--- config.mk ---
export PLATFORM = sky130hd
export DESIGN_NAME = renode_apb3_requester
export DESIGN_NICKNAME = d
export VERILOG_FILES = /design/src/rtl/renode_apb3_pkg.sv /design/src/rtl/renode_apb3_timeout_counter.sv /design/src/rtl/renode_apb3_requester.sv
export SDC_FILE = /design/constraint.sdc
export NUM_CORES = 1
export LEC_CHECK = 0
export BUFFER_PORTS_ARGS = -buffer_cell sky130_fd_sc_hd__buf_2
export CAP_MARGIN = 20
export CORE_ASPECT_RATIO = 1.2
export CORE_MARGIN = 2
export CORE_UTILIZATION = 48
export CTS_CLUSTER_SIZE = 25
export DETAILED_ROUTE_END_ITERATION = 12
export PLACE_DENSITY_LB_ADDON = 0.2
export SLEW_MARGIN = 25
export SYNTH_ARGS = -nofsm -noshare
export SYNTH_HDL_FRONTEND = slang
export SYNTH_SLANG_ARGS = --single-unit
export TNS_END_PERCENT = 100
--- constraint.sdc ---
create_clock -name pclk -period 4.54 [get_ports pclk]
set_input_delay 0.908 -clock pclk [delete_from_list [all_inputs] [get_ports pclk]]
set_output_delay 0.908 -clock pclk [all_outputs]
set_load 0.005 [all_outputs]
--- src/rtl/renode_apb3_pkg.sv ---
// Shared types and helpers for the Renode APB3 requester.
package renode_apb3_pkg;

  // Requester transfer phases.
  typedef enum logic [1:0] {
    IDLE    = 2'd0,
    SETUP   = 2'd1,
    ACCESS  = 2'd2,
    RESPOND = 2'd3
  } apb3_req_state_e;

  // APB3 data buses on this fabric are whole bytes, up to 32 bits wide.
  function automatic bit legal_data_width(input int width);
    return (width == 8) || (width == 16) || (width == 24) || (width == 32);
  endfunction

endpackage

--- src/rtl/renode_apb3_timeout_counter.sv ---
// Counts ACCESS-phase wait cycles and flags the cycle in which the limit is hit.
// expired is combinational so the requester can leave ACCESS on the same edge
// that would have brought the count to the limit. A limit of 0 never expires.
module renode_apb3_timeout_counter
  import renode_apb3_pkg::*;
#(
  parameter int Width = 5
) (
  input  logic             clk,
  input  logic             rst,
  input  logic             clear,
  input  logic             enable,
  input  logic [Width-1:0] limit,
  output logic             expired
);

  logic [Width-1:0] count_reg;
  logic [Width-1:0] limit_m1;

  assign limit_m1 = limit - Width'(1);

  // The current wait cycle is the last allowed one when count == limit - 1.
  assign expired = (limit != '0) && enable && (count_reg == limit_m1);

  // Saturating wait-cycle count, restarted for each new transfer.
  always_ff @(posedge clk or posedge rst) begin
    if (rst) begin
      count_reg <= '0;
    end else if (clear) begin
      count_reg <= '0;
    end else if (enable && (count_reg != limit)) begin
      count_reg <= count_reg + Width'(1);
    end
  end

endmodule

--- src/rtl/renode_apb3_requester.sv ---
// APB3 requester: turns valid/ready commands into SETUP+ACCESS transfers and
// returns read data, slave error and timeout status on a valid/ready response.
module renode_apb3_requester
  import renode_apb3_pkg::*;
#(
  parameter int AddressWidth  = 20,
  parameter int DataWidth     = 32,
  parameter int TimeoutCycles = 16
) (
  input  logic                    pclk,
  input  logic                    preset,
  input  logic                    cmd_valid,
  output logic                    cmd_ready,
  input  logic [AddressWidth-1:0] cmd_addr,
  input  logic                    cmd_write,
  input  logic [DataWidth-1:0]    cmd_wdata,
  output logic                    rsp_valid,
  input  logic                    rsp_ready,
  output logic [DataWidth-1:0]    rsp_rdata,
  output logic                    rsp_error,
  output logic                    rsp_timeout,
  output logic [AddressWidth-1:0] paddr,
  output logic                    pselx,
  output logic                    penable,
  output logic                    pwrite,
  output logic [DataWidth-1:0]    pwdata,
  input  logic                    pready,
  input  logic [DataWidth-1:0]    prdata,
  input  logic                    pslverr
);

  if (!legal_data_width(DataWidth)) begin : g_bad_data_width
    $error("renode_apb3_requester: DataWidth must be 8, 16, 24 or 32");
  end

  // A zero TimeoutCycles still needs a 1-bit counter to keep widths legal.
  localparam int CntWidth = (TimeoutCycles > 0) ? $clog2(TimeoutCycles + 1) : 1;
  localparam logic [CntWidth-1:0] Limit = CntWidth'(TimeoutCycles);

  typedef struct packed {
    logic [DataWidth-1:0] rdata;
    logic                 error;
    logic                 timeout;
  } apb3_rsp_t;

  apb3_req_state_e         state_reg;
  apb3_rsp_t               rsp_reg;
  logic                    rsp_valid_reg;
  logic [AddressWidth-1:0] paddr_reg;
  logic                    pselx_reg;
  logic                    penable_reg;
  logic                    pwrite_reg;
  logic [DataWidth-1:0]    pwdata_reg;
  logic                    accept;
  logic                    wait_cycle;
  logic                    expired;

  // Ready in IDLE, or in RESPOND as soon as the current response is consumed;
  // held low while reset is asserted so every output reads 0 in reset.
  assign cmd_ready  = !preset &&
                      ((state_reg == IDLE) || ((state_reg == RESPOND) && rsp_ready));
  assign accept     = cmd_valid && cmd_ready;
  assign wait_cycle = (state_reg == ACCESS) && !pready;

  assign rsp_valid   = rsp_valid_reg;
  assign rsp_rdata   = rsp_reg.rdata;
  assign rsp_error   = rsp_reg.error;
  assign rsp_timeout = rsp_reg.timeout;
  assign paddr       = paddr_reg;
  assign pselx       = pselx_reg;
  assign penable     = penable_reg;
  assign pwrite      = pwrite_reg;
  assign pwdata      = pwdata_reg;

  renode_apb3_timeout_counter #(
    .Width (CntWidth)
  ) u_timeout (
    .clk     (pclk),
    .rst     (preset),
    .clear   (accept),
    .enable  (wait_cycle),
    .limit   (Limit),
    .expired (expired)
  );

  // Transfer sequencer with registered APB and response outputs.
  always_ff @(posedge pclk or posedge preset) begin
    if (preset) begin
      state_reg     <= IDLE;
      rsp_reg       <= '0;
      rsp_valid_reg <= 1'b0;
      paddr_reg     <= '0;
      pselx_reg     <= 1'b0;
      penable_reg   <= 1'b0;
      pwrite_reg    <= 1'b0;
      pwdata_reg    <= '0;
    end else begin
      case (state_reg)
        IDLE: begin
          if (accept) begin
            paddr_reg   <= cmd_addr;
            pwrite_reg  <= cmd_write;
            pwdata_reg  <= cmd_wdata;
            pselx_reg   <= 1'b1;
            penable_reg <= 1'b0;
            state_reg   <= SETUP;
          end
        end
        SETUP: begin
          penable_reg <= 1'b1;
          state_reg   <= ACCESS;
        end
        ACCESS: begin
          // pready has priority over a timeout expiring in the same cycle.
          if (pready) begin
            rsp_reg.rdata   <= pwrite_reg ? '0 : prdata;
            rsp_reg.error   <= pslverr;
            rsp_reg.timeout <= 1'b0;
            pselx_reg       <= 1'b0;
            penable_reg     <= 1'b0;
            rsp_valid_reg   <= 1'b1;
            state_reg       <= RESPOND;
          end else if (expired) begin
            rsp_reg.rdata   <= '0;
            rsp_reg.error   <= 1'b1;
            rsp_reg.timeout <= 1'b1;
            pselx_reg       <= 1'b0;
            penable_reg     <= 1'b0;
            rsp_valid_reg   <= 1'b1;
            state_reg       <= RESPOND;
          end
        end
        RESPOND: begin
          if (rsp_ready) begin
            rsp_valid_reg <= 1'b0;
            if (cmd_valid) begin
              paddr_reg   <= cmd_addr;
              pwrite_reg  <= cmd_write;
              pwdata_reg  <= cmd_wdata;
              pselx_reg   <= 1'b1;
              penable_reg <= 1'b0;
              state_reg   <= SETUP;
            end else begin
              state_reg <= IDLE;
            end
          end
        end
        default: state_reg <= IDLE;
      endcase
    end
  end

endmodule

==> out/qor.csv <==
stage,metric,value,unit
status,status,completed,
synth,syn-num-nets,430,
pwr,power.internal,2.55,mW
global_routing,grt_overflow,0,
floorplan,placementRows,37,
drt,drt_iter0_drc,83,
placed_design,routabilityCongestion,0.784,
cts,clockBufferDepth,2,
cts,clk_pin_slew,0.09,ns
final_layout,fin_nets,608,
synth,synthTopCellsByArea,"dfrtp_1, mux2_4, nand2_1",
placed_design,place_hpwl,6780,um
pwr,power_switching,1.20,mW
final_layout,drive_above_1_share,50.7,%
pwr,p_per_area,691,nW/um2
sta,hold_viol,0,
sta,setup_viol,0,
sta,rsz0062_at_grt,no,
synth,async_flop_share,100,%
floorplan,core_area,8560,um2
synth,synth.area.mux_share,19.3,%
final_layout,antennaDiodeCount,0,
final_layout,areaGrowthSynthToFinish,27.9,%
placed_design,port_buffers,181,
sta,worst_pin_slew,0.908,ns
run,maxCapViolCount,0,
sta,slew_violations,0,
sta,tns,0,ns
floorplan,chipWidth,89.7,um
synth,synth-edff-count,0,
cts,cts_setup_buffers,0,
pwr,p_comb_share,42.0,%
cts,ctsResizeCount,0,
floorplan,die_area,9590,um2
synth,synth_top_family_by_area,multiplexers,
final_layout,final_cell_mix,"buf_2, dfrtp_1, nand2_1",
final_layout,regArea,2430,um2
sta,period_needed,2.59,ns
global_routing,grt_pass1_vias,2995,
drt,vias,3067,
drt,ant_nets,0,
sta,relSlewSlack,39.4,%
synth,synth_area_leader_cell,dfrtp_1,
pwr,p_leak,2.90,nW
sta,clock.fmax,387,MHz
synth,synth_area_per_cell,12.8,um2
min_path,min_path_type,register to register,
global_routing,grt_max_degree,72,
global_routing,grt_pass1_wl,15200,um
floorplan,die_h,107,um
drt,drc,0,
synth,synth_cell_types,33,
final_layout,nFillCells,701,
drt,routed_wl,9390,um
drt,via_per_inst,4.85,
cts,tritoncts,built,
synth,ys_warn_count,0,
synth,synthCells,332,
sta,worst_clock_skew,0.0113,ns
synth,synth-compound-area-share,7.57,%
worst_setup_path,worstSetupPathType,register to register,
cts,cts-buffers-inserted,9,
drt,avgRoutedWirePerCell,14.9,um
pwr,p_total,3.74,mW
sta,fin_crit_sh,56.9,%
final_layout,final_common_cell,buf_2,
synth,synthXorXnorAreaFrac,0,%
global_routing,antenna_found_initial,0,
cts,cts_hold_buf,0,
final_layout,multiInputGateArea,1620,um2
cts,cts_root_buffer,clkbuf_8,
synth,ys_seq_area_share,57.3,%
pwr,pwr-share-clk,17.9,%
cts,cts_max_level,3,
synth,yosysTopAreaCellShare,57.3,%
pwr,pwr-share-seq,40.1,%
worst_setup_path,crit_path_start_kind,register,
pwr,p_sw_share,32.0,%
floorplan,io_pins,182,
cts,insertion_delay,0.36,ns
worst_setup_path,critPathArrivalTime,2.82,ns
pwr,ir_drop,0.361,mV
synth,yosys_most_used_dff,dfrtp_1,
worst_setup_path,cp_data_required_time,4.78,ns
floorplan,initial_utilization,49.4,%
global_routing,grtUsageTotal,20.3,%
cts,cts_sinks,97,
worst_setup_path,crit_path_end_kind,register,
synth,synth_seq_cells,97,
worst_setup_path,crit_fanout,30,
synth,syn_area,4230,um2
drt,drtPass1Iterations,6,
synth,synthAdderAreaFrac,2.07,%
synth,yosys.area_share.simple,9.01,%
power by group through the flow:
stage | Combinational, mW | Clock, mW | Sequential, mW
6_report | 1.57 | 0.669 | 1.50
5_1_grt | 1.72 | 0.727 | 1.56
4_1_cts | 1.59 | 0.685 | 1.50
3_5_place_dp | 1.59 | 0 | 1.52
3_3_place_gp | 1.55 | 0 | 1.51
2_1_floorplan | 1.02 | 0 | 1.54
synthesized netlist by cell type, drive strengths merged (3+ instances only):
| master | number |
|---|---|
| nand2 | 68 |
| a21oi | 8 |
| mux2 | 55 |
| nor2 | 5 |
| buf | 12 |
| o21ai | 37 |
| clkbuf | 7 |
| nand3 | 3 |
| dfrtp | 97 |
| nor2b | 3 |
| ha | 7 |
| inv | 9 |
stage by stage:
| step | hold slack [ns] | worst slack (ns) | cell area [um2] | util (%) | instances |
|---|---|---|---|---|---|
| floorplan | 0.473 | 1.10 | 4230 | - | 332 |
| global placement | 0.458 | 1.77 | 5170 | 60.4 | 616 |
| detailed placement | 0.465 | 1.72 | 5170 | 60.4 | 616 |
| CTS | 0.485 | 1.94 | 5420 | 63.2 | 632 |
| global route | 0.511 | 1.82 | 5420 | 63.2 | 632 |
| finish | 0.480 | 1.95 | 5420 | 63.2 | 632 |
logic make-up (layout without fill, tap and decap cells):
kind of cell,after synthesis,after routing
compound gates,56,56
fa+ha+maj,7,7
buf+inv,28,211
flops,97,97
mux,56,56
simple gates,88,88
layer usage:
layer,GRT usage [%],vias to the layer above,part of all wire (%)
met5,0,-,0
met4,8.13,0,2.2
met3,5.48,15,6.3
met2,31.8,115,48
met1,27.2,1457,44
li1,-,1480,-
path summary, 6_finish.rpt:
path                                           start                   endpoint  slack (ns)  depth (start not counted)
setup / recovery            state_reg[0]$_DFFE_PP0P_     pwdata[25]$_DFFE_PP0P_        1.95                          5
hold / removal             rsp_rdata[28]$_DFFE_PP0P_  rsp_rdata[28]$_DFFE_PP0P_        0.48                          2
setup reg to reg            state_reg[0]$_DFFE_PP0P_     pwdata[25]$_DFFE_PP0P_        1.95                          5
hold reg to reg            rsp_rdata[28]$_DFFE_PP0P_  rsp_rdata[28]$_DFFE_PP0P_        0.48                          2
max in group asynchronous                     preset     pwdata[20]$_DFFE_PP0P_        2.89                          3
min in group asynchronous                     preset       paddr[8]$_DFFE_PP0P_        0.77                          2
layout make-up:
class	count	area share, %
sequential	97	44.8
multi-input combinational	207	29.9
timing repair buffer	186	17.4
tap	117	2.70
clock buffer	10	2.36
clock inverter	6	2.10
inverter	9	0.670
worst max-delay path: stages, from the launching register on:
cell	delay, ns
dfrtp_1	0.41
inv_1	0.13
ha_1	0.33
a2111o_2	0.81
buf_4	0.43
mux2_4	0.34
Power figures use the tool's default switching activity.
